**src/rtl/mem_stage.sv**
```systemverilog
// Memory pipeline stage: EX/MEM register, data-memory load/store over a ready handshake, MEM/WB register.
// Non-memory and zero-wait ops reach MEM/WB one edge after capture; mem_stall holds the front of the pipe while dmem waits.
module mem_stage #(
  parameter int WAIT_LIMIT    = 64,
  parameter int WAITCNT_WIDTH = 7
) (
  input  logic        clock,
  input  logic        reset,
  input  logic        ex_valid,
  input  logic [31:0] ex_result,
  input  logic [31:0] ex_result_2,
  input  logic        ex_load_inst,
  input  logic        ex_store_inst,
  input  logic [1:0]  ex_mem_size,
  input  logic        ex_mem_unsigned,
  input  logic [4:0]  ex_dest_reg,
  input  logic        ex_dest_reg_valid,
  input  logic        ex_inval_dest_reg,
  input  logic        ex_stall,
  output logic [31:0] dmem_addr,
  output logic [31:0] dmem_wdata,
  output logic [3:0]  dmem_be,
  output logic        dmem_rd,
  output logic        dmem_wr,
  input  logic        dmem_ready,
  input  logic [31:0] dmem_rdata,
  output logic        mem_stall,
  output logic [4:0]  ex_mem_dest_reg,
  output logic        ex_mem_dest_reg_valid,
  output logic [31:0] result_from_ex_mem,
  output logic [4:0]  mem_wb_dest_reg,
  output logic        mem_wb_dest_reg_valid,
  output logic [31:0] result_from_mem_wb,
  output logic        addr_err,
  output logic        bus_err
);

  typedef enum logic {S_IDLE, S_WAIT} state_t;

  state_t                   state, state_nxt;
  logic [WAITCNT_WIDTH-1:0] wait_cnt, wait_cnt_nxt;

  logic        exm_valid, exm_load, exm_store, exm_unsigned;
  logic        exm_dest_valid, exm_inval;
  logic [1:0]  exm_size;
  logic [4:0]  exm_dest;
  logic [31:0] exm_result, exm_data;

  logic        wb_valid;
  logic [4:0]  wb_dest;
  logic [31:0] wb_result;

  logic        misaligned, mem_op, mem_go, timeout, retire, capture;
  logic [3:0]  store_be;
  logic [15:0] lane;
  logic [31:0] load_val;

  assign misaligned = (exm_size == 2'd1) ? exm_result[0] :
                      (exm_size[1]       ? |exm_result[1:0] : 1'b0);
  assign mem_op    = exm_valid & (exm_load | exm_store);
  assign mem_go    = mem_op & ~misaligned;
  assign timeout   = (state == S_WAIT) & ~dmem_ready &
                     (wait_cnt == WAITCNT_WIDTH'(WAIT_LIMIT));
  assign mem_stall = mem_go & ~dmem_ready & ~timeout;
  assign retire    = exm_valid & ~mem_stall;
  assign capture   = ex_valid & ~ex_stall & ~mem_stall;

  assign addr_err = mem_op & misaligned;
  assign bus_err  = timeout;

  // Request is driven straight from EX/MEM, so addr/wdata/be stay stable across waits.
  assign dmem_rd   = mem_go & exm_load;
  assign dmem_wr   = mem_go & exm_store;
  assign dmem_addr = {exm_result[31:2], 2'b00};
  assign dmem_be   = mem_go ? (exm_load ? 4'b1111 : store_be) : 4'b0000;

  always_comb begin
    store_be   = 4'b1111;
    dmem_wdata = exm_data;
    case (exm_size)
      2'd0: begin
        store_be   = 4'b0001 << exm_result[1:0];
        dmem_wdata = {4{exm_data[7:0]}};
      end
      2'd1: begin
        store_be   = exm_result[1] ? 4'b1100 : 4'b0011;
        dmem_wdata = {2{exm_data[15:0]}};
      end
      default: ;
    endcase
  end

  // Little-endian lane select, then extend.
  assign lane = 16'(dmem_rdata >> {exm_result[1:0], 3'b000});

  always_comb begin
    load_val = dmem_rdata;
    case (exm_size)
      2'd0:    load_val = exm_unsigned ? {24'b0, lane[7:0]} : {{24{lane[7]}}, lane[7:0]};
      2'd1:    load_val = exm_unsigned ? {16'b0, lane} : {{16{lane[15]}}, lane};
      default: ;
    endcase
  end

  assign ex_mem_dest_reg       = exm_dest;
  assign ex_mem_dest_reg_valid = exm_valid & exm_dest_valid & ~exm_inval & ~exm_load;
  assign result_from_ex_mem    = exm_result;
  assign mem_wb_dest_reg       = wb_dest;
  assign mem_wb_dest_reg_valid = wb_valid;
  assign result_from_mem_wb    = wb_result;

  always_comb begin
    state_nxt    = state;
    wait_cnt_nxt = wait_cnt;
    case (state)
      S_IDLE: begin
        if (mem_go && !dmem_ready) begin
          state_nxt    = S_WAIT;
          wait_cnt_nxt = WAITCNT_WIDTH'(1);
        end
      end
      S_WAIT: begin
        if (dmem_ready || timeout) state_nxt = S_IDLE;
        else                       wait_cnt_nxt = wait_cnt + 1'b1;
      end
      default: state_nxt = S_IDLE;
    endcase
  end

  always_ff @(posedge clock) begin
    if (reset) begin
      state    <= S_IDLE;
      wait_cnt <= '0;
    end else begin
      state    <= state_nxt;
      wait_cnt <= wait_cnt_nxt;
    end
  end

  // A retired op is dropped from EX/MEM so a later ex_stall cannot replay it.
  always_ff @(posedge clock) begin
    if (reset) begin
      exm_valid      <= 1'b0;
      exm_load       <= 1'b0;
      exm_store      <= 1'b0;
      exm_unsigned   <= 1'b0;
      exm_dest_valid <= 1'b0;
      exm_inval      <= 1'b0;
      exm_size       <= 2'd0;
      exm_dest       <= 5'd0;
      exm_result     <= 32'd0;
      exm_data       <= 32'd0;
    end else if (capture) begin
      exm_valid      <= 1'b1;
      exm_load       <= ex_load_inst;
      exm_store      <= ex_store_inst;
      exm_unsigned   <= ex_mem_unsigned;
      exm_dest_valid <= ex_dest_reg_valid;
      exm_inval      <= ex_inval_dest_reg;
      exm_size       <= ex_mem_size;
      exm_dest       <= ex_dest_reg;
      exm_result     <= ex_result;
      exm_data       <= ex_result_2;
    end else if (retire) begin
      exm_valid      <= 1'b0;
    end
  end

  always_ff @(posedge clock) begin
    if (reset) begin
      wb_valid  <= 1'b0;
      wb_dest   <= 5'd0;
      wb_result <= 32'd0;
    end else begin
      wb_valid <= retire & exm_dest_valid & ~exm_inval & ~exm_store &
                  ~(mem_op & misaligned) & ~timeout;
      if (retire) begin
        wb_dest   <= exm_dest;
        wb_result <= (exm_load & ~misaligned & ~timeout) ? load_val : exm_result;
      end
    end
  end

endmodule

```
**config.mk**
```make
export PLATFORM = sky130hd
export DESIGN_NAME = mem_stage
export DESIGN_NICKNAME = d
export VERILOG_FILES = /design/src/rtl/mem_stage.sv
export SDC_FILE = /design/constraint.sdc
export NUM_CORES = 1
export LEC_CHECK = 0
export ABC_CLOCK_PERIOD_IN_PS = 4300
export CORE_MARGIN = 4
export CORE_UTILIZATION = 45
export CTS_CLUSTER_SIZE = 12
export DETAILED_ROUTE_END_ITERATION = 8
export GPL_TIMING_DRIVEN = 0
export PLACE_DENSITY = 0.88
export SYNTH_ARGS = -nofsm -noshare
export SYNTH_HDL_FRONTEND = slang
export SYNTH_SLANG_ARGS = --single-unit
```
**constraint.sdc**
```tcl
create_clock -name clock -period 4.3 [get_ports clock]
set_input_delay 0.43 -clock clock [delete_from_list [all_inputs] [get_ports clock]]
set_output_delay 0.43 -clock clock [all_outputs]
set_load 0.1 [all_outputs]
```
# Word-level counts from Yosys, hierarchy flattened
# Index checks and enable logic that the tools add are counted.
[totals] register_bits=123 in_bits=113 out_inout_bits=149 word_cells=81
[op_classes] n_addsub=1 eq_ne=4 shift=2 n_mux=19 bitwise_logic=33 n_reduce_logical=7
[op_table] op="$pmux W32 S2" count=2
[op_table] op="$mux W32" count=3
[op_table] op="$shr A32 B5 Y16" count=1
[op_table] op="$and A1 B1 Y1" count=22
[op_table] op="$mux W7" count=2
[op_table] op="$pmux W7 S2" count=1
[op_table] op="$mux W4" count=3
[op_table] op="$not A1 Y1" count=10
[op_table] op="$pmux W4 S2" count=1
[op_table] op="$add A7 B1 Y7 const B" count=1
[op_table] op="$eq A7 B7 Y1 const B" count=1
[op_table] op="$mux W1" count=6
[op_table] op="$ne A2 B2 Y1 const B" count=2
[op_table] op="$shl A1 B2 Y4 const A" count=1
[op_table] op="$eq A2 B1 Y1 const B" count=1
[op_table] op="$logic_not A2 Y1" count=1
[op_table] op="$pmux W1 S2" count=1
[op_table] op="$reduce_and A2 Y1" count=1
[op_table] op="$reduce_bool A2 Y1" count=1
[op_table] op="$reduce_or A2 Y1" count=1
[op_table] op="$logic_and A1 B1 Y1" count=1
[op_table] op="$logic_not A1 Y1" count=1
[op_table] op="$logic_or A1 B1 Y1" count=1
[op_table] op="$or A1 B1 Y1" count=1

# Longest topological paths before layout
# Gate-level depths: netlist (run 1).
[depth] ltp_word=14 ltp_mapped=9 mapped_depth_nobuf=7

# Worst setup path before layout (run 1)
# Ideal clock, no wire load.
[synth_timing] kind="flip-flop to output port" from="register exm_result[0] (netlist: result_from_ex_mem[0])" to="output port dmem_be[3]" arrival_time_ns=4.087 required_ns=3.870 setup_slack_ns=-0.217 path_stages_with_launch=6 n_path_buf=3 cell_sequence="dfxtp_1 > clkbuf_1 > buf_2 > buf_2 > o21ai_0 > a21boi_0"
[synth_via] elab_chain_len=6 elab_cells_between_ends=9 cone_classes="shift (1); mux (5); bitwise (2); reduce/logical (1)"
[synth_rtl] element="from (decl)" line="47" text="logic [31:0] exm_result, exm_data;"
[synth_rtl] element="from (signal assigned)" line="162" text="exm_result <= ex_result;"
[synth_rtl] element="$reduce_or A2 Y1" line="59" text="(exm_size[1] ? |exm_result[1:0] : 1'b0);"
[synth_rtl] element="$mux W1" line="59"
[synth_rtl] element="$mux W1" line="58" text="assign misaligned = (exm_size == 2'd1) ? exm_result[0] :"
[synth_rtl] element="$not A1 Y1" line="61" text="assign mem_go = mem_op & ~misaligned;"
[synth_rtl] element="$and A1 B1 Y1" line="61"
[synth_rtl] element="$mux W4 (*)" line="75" text="assign dmem_be = mem_go ? (exm_load ? 4'b1111 : store_be) : 4'b0000;"
[synth_rtl] element="to (decl)" line="22" text="output logic [3:0] dmem_be,"
# Mark *: on every way between the ends. The rest lies on a longest branch, timed or not.

# Worst setup path after layout (run 1)
[layout_timing] from="register exm_size[1]" to="output port dmem_be[3]"
[layout_via] elab_chain_len=5 elab_cells_between_ends=9 cone_classes="eq/ne (1); mux (5); bitwise (2); reduce/logical (1)"
[layout_rtl] element="from (decl)" line="45" text="logic [1:0] exm_size;"
[layout_rtl] element="from (signal assigned)" line="160" text="exm_size <= ex_mem_size;"
[layout_rtl] element="$eq A2 B1 Y1 / $mux W1 (equally long branches)" line="58, 80, 59"
[layout_rtl] element="$mux W1" line="58"
[layout_rtl] element="$not A1 Y1" line="61"
[layout_rtl] element="$and A1 B1 Y1" line="61"
[layout_rtl] element="$mux W4 (*)" line="75"
# Marked as above.

==> metrics, run 1 <==
drt drc=0; total CTS buffers=17; Nets=1,082; max-cap check violation count=0; via count=6,411; initial antenna violation count=0; Tot GR Track Use=0.285; status=finished, final reports clean; DRT iter0 DRCs=a little over 600; routability-driven placement congestion ratio=0.923; Post-Syn Area=6190 um^2; post-synth top area share=0.398; Area contributors post-synth=dfxtp_1 (40%), mux2i_1 (14%), nor2_1 (5.9%), nand2_1 (5.2%), buf_4 (5.0%); DR pass1 iterations=5; max-slew violation count=0; clock power share=0.413; total grt overflow=0; Synth top cells by count=dfxtp_1 (123), nor2_1 (97), mux2i_1 (85), nand2_1 (85), buf_4 (41); leakage power=between 0.003 and 0.004 uW; type of the most critical hold path=flip-flop to flip-flop; Post-Place Setup Slack=398 ps; pwr dens=between 300 and 400 nW/um^2; crit path max fanout=10; Worst Path Required=around 3900 ps; num rows=42; final setup fails=0; maximum VDD drop=0.280 mV; RSZ-0062 raised after global routing=no; num ports=262; via count of the first global-routing pass=between 6,000 and 7,000; CTS root buf=clkbuf_16; Slew headroom=0.316; Post-synth ARST share=0; routed vias/inst=5.55; Comb power frac=0.256; Main synth FF type=dfxtp_1; Clock transition at path regs=60 ps; Ant. Diodes=0; area grow syn2layout=56.1%; fmax=approximately 250 MHz; largest net degree at the start of global routing=17; CTS tree=built; cell taking the most area after synthesis=dfxtp_1; post-detail-place hpwl=about 17 mm; #FFs+latches synth=between 100 and 150; startpoint types=flip-flop; post-synth cell types=57; internal power=2490 uW; initial core utilization=0.464; Hold Slack=~460 ps; Die W=around 130 um; post-CTS setup buffers=0; post-layout minimum cycle time=just over 4000 ps; most frequent cell after synthesis=dfxtp_1; Die Ht=about 130 um; Longest Clk Path Bufs=2; global-route wire length before repair=35.1 mm; EDFF count, synth=0; Skew-Pair Late Insertion Delay=about 420 ps; layout cells sized above 1=0.136; Switching Share=0.328; Post-DRT Antenna Nets=0; Fin. Hold Viols=0; Final period util=0.948; routed len/inst=around 20 um; final-layout fill cell count=1,005; Synth Warn #=0; critical path class=flip-flop to output pin; post-synthesis sequential area ratio=0.398; Mapped Cells=688; core footprint=between 10,000 and 15,000 um^2; Crit. End Element=output pin; DRT Wirelength=roughly 23 mm; die area=15,700 um^2; Reg power frac=0.331; slew of the pin with the lowest slew margin=approximately 1000 ps; TritonCTS Sinks=about 120; Setup Skew=between 6 and 7 ps; H-tree levels=4; Psw=1220 uW; Port-buffer cells=approximately 260; Setup TNS Final=0 ps; fin worst setup slack=~220 ps; Synth Area per Inst=about 9.0 um^2; crit path DAT=roughly 3700 ps
==> kinds of logic after synthesis <==
kind of cell,count (synthesis),share of synthesized area
xor+xnor,4,0.00566
simple gates,229,0.168
fa+ha+maj,2,0.00404
buf+inv,97,0.0934
other cells,1,0.000606
mux,103,0.172
flops,123,0.398
compound gates,129,0.158
==> worst max-delay path, cell delays in order, from the launching register on <==
cell and delay [ps]:
dfxtp_1 310, clkbuf_1 260, clkbuf_1 410, clkbuf_1 550, clkbuf_1 540, nor2_1 110
a21boi_1 150, dlygate4sd2_1 890
==> worst paths after layout <==
path	from	end	slack, ps	cells past startpoint
setup reg to reg	wait_cnt[0]	result_from_mem_wb[22]	1660	8
hold / removal	mem_wb_dest_reg[4]	mem_wb_dest_reg[4]	460	2
hold reg to reg	mem_wb_dest_reg[4]	mem_wb_dest_reg[4]	460	2
setup / recovery	exm_size[1]	dmem_be[3]	220	7
==> metrics by stage <==
step	instance area, um^2	power (uW)	instances	util
6_report	9660	3700	1156	0.723
5_1_grt	9660	3800	1156	0.723
4_1_cts	9640	3710	1156	0.722
3_5_place_dp	9010	2190	1124	0.675
3_3_place_gp	9010	2180	1124	0.675
2_1_floorplan	6200	1890	689	-
==> power groups by stage <==
stage / Clock [uW] / Sequential, uW / Combinational [uW]
after floorplan: 0 / 1420 / 469
after global placement: 0 / 1250 / 934
after detailed placement: 0 / 1250 / 942
after CTS: 1540 / 1230 / 949
after global routing: 1580 / 1230 / 982
final: 1530 / 1230 / 948
==> cell usage in the layout (no fill, tap or decap), drive strengths merged, types with 5 or more instances in the layout <==
cell type / count
nand2b: 8
clkinv: 5
a311oi: 7
nor3b: 7
a21oi: 21
nor2: 97
dfxtp: 123
mux2i: 85
clkbuf: 49
nand2: 85
a22o: 8
dlymetal6s2s: 8
o22a: 6
a221oi: 17
o2bb2ai: 6
clkdlybuf4s50: 250
and2: 7
inv: 5
mux2: 17
o221ai: 8
buf: 64
nor2b: 6
a31oi: 8
o21ai: 33
==> layout make-up <==
cell class,count,area (um^2),area share
sequential,123,2460,0.255
tap,176,220,0.0228
inverter,5,18.8,0.00194
multi-input combinational,469,3160,0.327
timing repair buffer,259,2610,0.270
clock buffer,21,460,0.0477
clock inverter,11,168,0.0174
buffer,92,559,0.0579
==> layer usage <==
layer  track usage  share of wire  vias to the layer above
li1              -              -                     2932
met1         0.322           0.38                     3075
met2         0.490           0.49                      351
met3        0.0968          0.094                       53
met4         0.122          0.034                        0
met5             0              0                        -
==> what timing repair did <==
item | 4_1_cts | 5_1_grt
gates cloned | 0 | 0
hold buffers | 0 | 0
endpoints found under the setup margin | 1 | 8
resized for setup | 1 | 8
No activity file was read; power rests on OpenSTA's default activity.
==> run 2: changes to the inputs <==
RECOVER_POWER = 50   (was unset)
==> metrics, run 2 (synthesized netlist as in run 1, its figures left out) <==
Post-DRT Antenna Nets=0 (unchanged); CTS tree=built; RSZ-0062 raised after global routing=no; Psw=1210 uW (-0.19%); Hold Path End=mem_wb_dest_reg[1]; H-tree levels=4 (unchanged); max-cap check violation count=0 (unchanged); Skew-Pair Late Insertion Delay=420 ps (about the same); highest-count cells in the layout ignoring fill and taps=clkdlybuf4s50_1 (193), dfxtp_1 (123), nor2_1 (97); Tot GR Track Use=0.285 (unchanged); max-slew violation count=0 (unchanged); routed vias/inst=5.52 (-0.43%); TritonCTS Sinks=123 (unchanged); Die W=125 um (unchanged); total CTS buffers=17 (unchanged); cell mode on critical path=clkbuf_1; via count=6,389 (-0.34%); Crit. End Element=output pin; most common cell after layout, fill and taps aside=clkdlybuf4s50_1; post-detail-place hpwl=16.9 mm (unchanged); crit path max fanout=10 (unchanged); area grow syn2layout=55.1%; R2R Path End=result_from_ex_mem[13]; critical-path cell list=clkbuf_1 > clkbuf_1 > clkbuf_1 > clkbuf_1 > nor2_1 > a21boi_1 > dlygate4sd2_1; internal power=2480 uW (-0.40%); Longest Clk Path Bufs=2 (unchanged); cell with the largest stage delay on the worst path=dlygate4sd2_1; total grt overflow=0 (unchanged); crit path DAT=3620 ps (-30 ps); Comb power frac=0.254 (-0.002); startpoint types=flip-flop; Final period util=0.942 (-0.00611); clock power share=0.414 (about the same); pwr dens=385 nW/um^2 (+0.31%); type of the most critical hold path=flip-flop to flip-flop; via count of the first global-routing pass=6,391 (unchanged); leakage power=0.00382 uW (+3.7%); initial core utilization=0.464 (unchanged); worst setup path startpoint=exm_size[1]; fmax=247 MHz (+0.65%); Worst Path Required=3870 ps (about the same); FF-to-FF Start=exm_size[0]; routed len/inst=20.1 um (about the same); Post-Place Cells=1,124 (unchanged); final instance area=9600 um^2 (-0.63%); Die Ht=125 um (unchanged); CP Buf/Inv Count=5 (unchanged); DR pass1 iterations=5 (unchanged); cell family with most CP delay=buffers and inverters; Slew headroom=0.309 (-0.00625); Setup Skew=7.43 ps (+0.659 ps); slew of the pin with the lowest slew margin=1030 ps (+9.17 ps); die area=15,700 um^2 (unchanged); core footprint=13,300 um^2 (unchanged); largest net degree at the start of global routing=17 (unchanged); Port-buffer cells=259 (unchanged); Fin. Hold Viols=0 (unchanged); post-CTS setup buffers=0 (unchanged); critical path class=flip-flop to output pin; Placed Instance Area=9010 um^2 (unchanged); Setup TNS Final=0 ps (unchanged); CTS root buf=clkbuf_16; num ports=262 (unchanged); num rows=42 (unchanged); R2R Setup Slk=810 ps (-850 ps); status=finished, final reports clean; Reg power frac=0.332 (about the same); Worst Hold Depth=2 (unchanged); PostCTS Resize Cnt=1 (unchanged); final-layout fill cell count=1,018 (+1.3%); DRT iter0 DRCs=539 (-11%); Hold Slack=458 ps (-3.14 ps); routability-driven placement congestion ratio=0.923 (unchanged); Slowest Stage Delay on Critical Path=890 ps (about the same); initial antenna violation count=1 (+1); Nets=1,082 (unchanged); Switching Share=0.329 (+0.000451); min-delay src=mem_wb_dest_reg[1]; layout cells sized above 1=0.121 (-0.0143); Clock transition at path regs=60 ps (about the same); Worst R2R Path Depth=8 (unchanged); drt drc=0 (unchanged); Post-Layout Cell Count=1,157 (+0.087%); DRT Wirelength=23.3 mm (about the same); post-layout minimum cycle time=4050 ps (-26.3 ps); final setup fails=0 (unchanged); global-route wire length before repair=35.1 mm (unchanged); hold_buf cts=0 (unchanged); maximum VDD drop=0.278 mV (-0.66%)
==> run 2: metrics by stage <==
| step | total power (uW) | setup WS, ps | util |
|---|---|---|---|
| final | 3690 | 249 | 0.719 |
| after detailed placement | 2190 | 398 | 0.675 |
| after global placement | 2180 | 389 | 0.675 |
| after CTS | 3710 | 43.1 | 0.722 |
| after floorplan | 1890 | 46.9 | - |
| after global routing | 3780 | 51.6 | 0.719 |
==> run 2: power by group through the flow <==
stage                     clock (uW)  sequential, uW  combinational, uW
final                           1530            1230                937
after floorplan                    0            1420                469
after global routing            1580            1230                972
after CTS                       1540            1230                949
after detailed placement           0            1250                942
after global placement             0            1250                934
==> run 2: worst max path at each step <==
stage,end,slack (ps),depth (start not counted)
2_1_floorplan,dmem_be[2],50,4
3_3_place_gp,dmem_be[3],390,7
3_5_place_dp,dmem_be[3],400,7
4_1_cts,dmem_wdata[28],40,7
5_1_grt,dmem_be[1],50,7
6_report,dmem_be[3],250,7
==> run 2: worst reg2reg max path: stages (launching register included) <==
cell and delay, ps:
dfxtp_1 300, clkbuf_1 370, and2_0 350, nor4_1 160, a21oi_1 300, clkbuf_1 680, clkbuf_1 800, mux2i_1 320
nor2_1 70
==> run 2: area by class of cell <==
class	count	area, um^2	area share
Multi-Input combinational cell	469	3130	0.327
Inverter	5	18.8	0.00196
Buffer	92	518	0.0540
Timing Repair Buffer	259	2610	0.272
Antenna cell	1	2.50	0.000261
Sequential cell	123	2460	0.257
Clock inverter	11	168	0.0175
Tap cell	176	220	0.0229
Clock buffer	21	460	0.0480
==> run 2: metal layers <==
| layer | wire length, um | vias up | track usage | part of all wire |
|---|---|---|---|---|
| met5 | 0 | - | 0 | 0 |
| met4 | 805 | 0 | 0.122 | 0.035 |
| met3 | 2080 | 57 | 0.0968 | 0.089 |
| met2 | 11300 | 338 | 0.490 | 0.48 |
| met1 | 9120 | 3061 | 0.322 | 0.39 |
| li1 | - | 2933 | - | - |
==> run 3: changes to the inputs <==
CAP_MARGIN = 5   (was unset)
CELL_PAD_IN_SITES_DETAIL_PLACEMENT = 1   (was unset)
CELL_PAD_IN_SITES_GLOBAL_PLACEMENT = 1   (was unset)
CORE_UTILIZATION = 33   (was 45)
PLACE_DENSITY = 0.89   (was 0.88)
SKIP_CTS_REPAIR_TIMING = 1   (was unset)
==> metrics, run 3 (synthesized netlist as in run 1, its figures left out) <==
post-detail-place hpwl=20.3 mm (+20%); via count=6,295 (-1.5%); Skew-Pair Late Insertion Delay=420 ps (about the same); Setup Skew=10.4 ps (+2.97 ps); layout cells sized above 1=0.121 (-0.000897); total grt overflow=0 (unchanged); Setup TNS Final=0 ps (unchanged); routed vias/inst=5.21 (-5.6%); Longest Clk Path Bufs=2 (unchanged); Tot GR Track Use=0.251 (-0.0341); maximum VDD drop=0.277 mV (-0.38%); Crit. End Element=output pin; Fin. Hold Viols=0 (unchanged); H-tree levels=4 (unchanged); largest net degree at the start of global routing=17 (unchanged); global-route wire length before repair=41.2 mm (+18%); post-layout minimum cycle time=4070 ps (+21.5 ps); DRT Wirelength=26.8 mm (+15%); drt drc=0 (unchanged); crit path DAT=3640 ps (+20 ps); max-cap check violation count=0 (unchanged); initial antenna violation count=1 (unchanged); clock power share=0.396 (-0.018); internal power=2370 uW (-4.2%); Final period util=0.947 (+0.00501); final setup fails=0 (unchanged); Post-Place Setup Slack=298 ps (-99.8 ps); highest-count cells in the layout ignoring fill and taps=clkdlybuf4s50_1 (190), dfxtp_1 (123), nor2_1 (97); Psw=1240 uW (+1.8%); core footprint=18,200 um^2 (+36%); Clock transition at path regs=60 ps (about the same); TritonCTS Sinks=123 (unchanged); routability-driven placement congestion ratio=0.833 (-9.7%); Slew headroom=0.259 (-0.0503); Layout Utilization=0.529 (-0.190); critical path class=flip-flop to output pin; RSZ-0062 raised after global routing=no; Port-buffer cells=259 (unchanged); Reg power frac=0.340 (+0.008); Worst Path Required=3870 ps (about the same); status=finished, final reports clean; Die W=145 um (+16%); startpoint types=flip-flop; Post-DRT Antenna Nets=0 (unchanged); DR pass1 iterations=4 (-1); crit path max fanout=10 (unchanged); num rows=49 (+17%); most common cell after layout, fill and taps aside=clkdlybuf4s50_1; via count of the first global-routing pass=6,891 (+7.8%); routed len/inst=22.2 um (+11%); pwr dens=375 nW/um^2 (-2.5%); final-layout fill cell count=2,071 (+100%); max-slew violation count=0 (unchanged); Switching Share=0.343 (+0.0137); die area=21,000 um^2 (+34%); Ant. Diodes=0 (-1); num ports=262 (unchanged); fin worst setup slack=227 ps (-21.5 ps); Comb power frac=0.264 (+0.010); DRT iter0 DRCs=292 (-46%); fmax=246 MHz (-0.53%); total CTS buffers=17 (unchanged); Nets=1,082 (unchanged); leakage power=0.00384 uW (+0.43%); Die Ht=145 um (+16%); CTS tree=built; CTS root buf=clkbuf_16; slew of the pin with the lowest slew margin=1110 ps (+74.8 ps); type of the most critical hold path=flip-flop to flip-flop; area grow syn2layout=55.6%; initial core utilization=0.340 (-0.124)
==> run 3: cell type report <==
type,instances,area [um^2],area share
buffer,92,519,0.0540
clock buffer,24,482,0.0501
clock inverter,7,90.1,0.00936
inverter,5,18.8,0.00195
multi-input combinational,469,3150,0.327
sequential,123,2460,0.256
tap,229,287,0.0298
timing repair buffer,259,2620,0.272
==> run 3: power by group through the flow <==
stage	sequential [uW]	clock [uW]	combinational, uW
final	1230	1430	951
after global routing	1230	1500	987
after CTS	1230	1450	964
after detailed placement	1250	0	960
after global placement	1250	0	944
after floorplan	1420	0	469
==> run 3: critical path: stages (launching register included) <==
cell            delay, ps
dfxtp_1               300
clkbuf_1              300
clkbuf_1              410
clkbuf_1              620
clkbuf_1              550
nor2_1                110
a21boi_1              140
dlymetal6s2s_1        790
==> run 3: metal layers <==
metal	global-route usage	wire (um)
met1	0.291	10800
met2	0.446	13400
met3	0.0798	2260
met4	0.0694	403
met5	0	7
==> run 3: path summary, 6_finish.rpt <==
path / startpoint / end / cells after the start / slack (ps)
max: exm_size[1] / dmem_be[3] / 7 / 230
min: mem_wb_dest_reg[4] / mem_wb_dest_reg[4] / 2 / 450
max reg2reg: wait_cnt[0] / result_from_ex_mem[18] / 9 / 820
min reg2reg: mem_wb_dest_reg[4] / mem_wb_dest_reg[4] / 2 / 450
==> run 3: per-stage QoR <==
| step | cells | area, um^2 | hold WS, ps | power [uW] |
|---|---|---|---|---|
| 3_5_place_dp | 1177 | 9080 | 451 | 2210 |
| 4_1_cts | 1208 | 9650 | 459 | 3640 |
| 6_report | 1208 | 9620 | 453 | 3610 |
| 3_3_place_gp | 1177 | 9080 | 442 | 2190 |
| 5_1_grt | 1208 | 9620 | 480 | 3720 |
| 2_1_floorplan | 689 | 6200 | 452 | 1890 |
==> RTL edit, RTL diff (settings of run 1) <==
The parameter `WAITCNT_WIDTH` goes from 7 to 9.
--- a/src/rtl/mem_stage.sv
+++ b/src/rtl/mem_stage.sv
@@ -2,7 +2,7 @@
 // Non-memory and zero-wait ops reach MEM/WB one edge after capture; mem_stall holds the front of the pipe while dmem waits.
 module mem_stage #(
   parameter int WAIT_LIMIT    = 64,
-  parameter int WAITCNT_WIDTH = 7
+  parameter int WAITCNT_WIDTH = 9
 ) (
   input  logic        clock,
   input  logic        reset,
Function: same outputs for any inputs over 10 cycles, from zero or initial values and one cycle with reset high; that may be too few to reach the edited logic, so the function may still have changed.
==> RTL edit against run 1 <==
Critical path depth shrank 1; area after synthesis up 1.1%; worst setup slack got worse by 0.10 ns; sequential cell count up 2; synthesized cell count grew 2.0%; sequential share of layout area up 0.37 points; die area up 0.98%; routed wire length rose by 0.47%; cell area up 0.17%; total power grew 1.8%; critical endpoint is now dmem_be[2]; largest power group unchanged.
==> RTL edit: results (changes against run 1) <==
[metrics] transition time of the tightest slew-check pin: 1.064 ns (+0.04076 ns)
[metrics] adder-cell share of the synthesized area: 0.004002 (-0.00004209)
[metrics] worst reg2reg path depth: 6 (-2)
[metrics] cell count after synthesis: 702 (+2.0%)
[metrics] number of buffers created by CTS: 17 (unchanged)
[metrics] post-synthesis share of cell area spent on xor and xnor gates: 0.005603 (-0.00005892)
[metrics] global placement routability congestion: 0.9276 (+0.54%)
[metrics] start point of the worst min-delay path: dmem_ready
[metrics] fraction of synthesized area in multiplexers: 0.1719 (-0.0001899)
[metrics] Register-to-Register Setup Slack: 1.59 ns (-0.07 ns)
[metrics] post-synthesis sequential area ratio: 0.4002 (+0.002262)
[metrics] leading cell types by total area after synthesis: dfxtp_1 (40%), mux2i_1 (14%), nor2_1 (6.3%)
[metrics] CP endpoint: dmem_be[2]
[metrics] number of gates given a new drive strength after cts: 0 (-1)
[metrics] clock skew: 0.006120 ns (-0.0006537 ns)
[metrics] peak ir drop on the vdd network: 0.2703 mV (-3.5%)
[metrics] FF-to-FF Start: result_from_ex_mem[0]
[metrics] count of different cell masters after synthesis: 54 (-5.3%)
[metrics] number of global-route vias before repair: 6567 (+2.8%)
[metrics] Critical R2R Capture: result_from_mem_wb[12]
[metrics] cell leakage power: 0.003587 uW (-2.7%)
[metrics] result of the run: finished, final reports clean
[metrics] main flop type after synthesis: dfxtp_1
[metrics] wire length of the first global-routing pass: 35960 um (+2.6%)
[metrics] Wirelength per Cell: 19.99 um (-0.56%)
[metrics] sum of routed wire length over all layers: 23350 um (+0.47%)
[metrics] count of input and output buffers: 257 (-0.77%)
[metrics] Tightest Hold Check Type: input port to register
[metrics] TritonRoute pass-1 iters: 5 (unchanged)
[metrics] Starting DRT DRC Count: 520 (-14%)
[metrics] ratio of routed vias to standard cells: 5.516 (-0.53%)
[metrics] post-DP HPWL: 17720 um (+4.8%)
[metrics] global-route total usage across every layer: 0.2869 (+0.002064)
[metrics] placed cell count: 1136 (+1.1%)
[metrics] count of filler cells inserted in the layout: 1022 (+1.7%)
[metrics] hold-critical path depth: 3 (+1)
[metrics] post-synthesis compound-gate area fraction: 0.1601 (+0.002361)
[metrics] most instantiated cells after synthesis: dfxtp_1 (125), nor2_1 (105), mux2i_1 (86)
[metrics] arrival time reported for the critical path endpoint: 3.75 ns (+0.10 ns)
[metrics] CTS Buffer Depth: 2 (unchanged)
[metrics] proportion of layout cells with a drive suffix above 1: 0.1089 (-0.02684)
[metrics] Post-Place Cell Area: 9049 um2 (+0.43%)
[RTL edit: how the worst min path moves through the flow]
stage                            end  slack (ns)
2_1_floorplan            wait_cnt[8]        0.45
3_3_place_gp      mem_wb_dest_reg[2]        0.44
3_5_place_dp      mem_wb_dest_reg[2]        0.45
4_1_cts        mem_wb_dest_reg_valid        0.43
5_1_grt           mem_wb_dest_reg[2]        0.49
6_report       mem_wb_dest_reg_valid        0.45
[RTL edit: final cells by class]
cell class | instances | area share
sequential | 125 | 0.2587
buffer | 93 | 0.05743
multi-input combinational | 476 | 0.3271
clock inverter | 11 | 0.01694
clock buffer | 21 | 0.04760
tap | 176 | 0.02277
inverter | 9 | 0.003492
timing repair buffer | 257 | 0.2659
[RTL edit: worst max-delay path, stage by stage, from the launching register on]
cell and delay [ns]:
dfxtp_1 0.39, clkbuf_1 0.40, clkbuf_1 0.56, clkbuf_1 0.51, a221oi_1 0.15, nor2_1 0.15
clkdlybuf4s50_1 1.15
[RTL edit: stage by stage]
step                      total power [uW]    util  hold WS [ns]  setup WS, ns
after floorplan                       1952       -        0.4469        0.6075
after global placement                2245  0.6753        0.4424        0.6318
after detailed placement              2256  0.6753        0.4503        0.6330
after CTS                             3781  0.7218        0.4342        0.1733
after global routing                  3878  0.7218        0.4859       0.03894
final                                 3768  0.7218        0.4548        0.1203
[RTL edit: metal layers]
layer,routed length [um],global-route usage
met1,9409,0.3288
met2,11420,0.5057
met3,2025,0.09738
met4,497,0.08896
met5,0,0
[RTL edit: report_power, final]
| part | leakage (uW) | switching, uW | internal, uW |
|---|---|---|---|
| sequential | 0.00102 | 48.2 | 1210 |
| clock | 0.000303 | 531 | 997 |
| combinational | 0.00226 | 672 | 312 |
| total | 0.00359 | 1250 | 2520 |
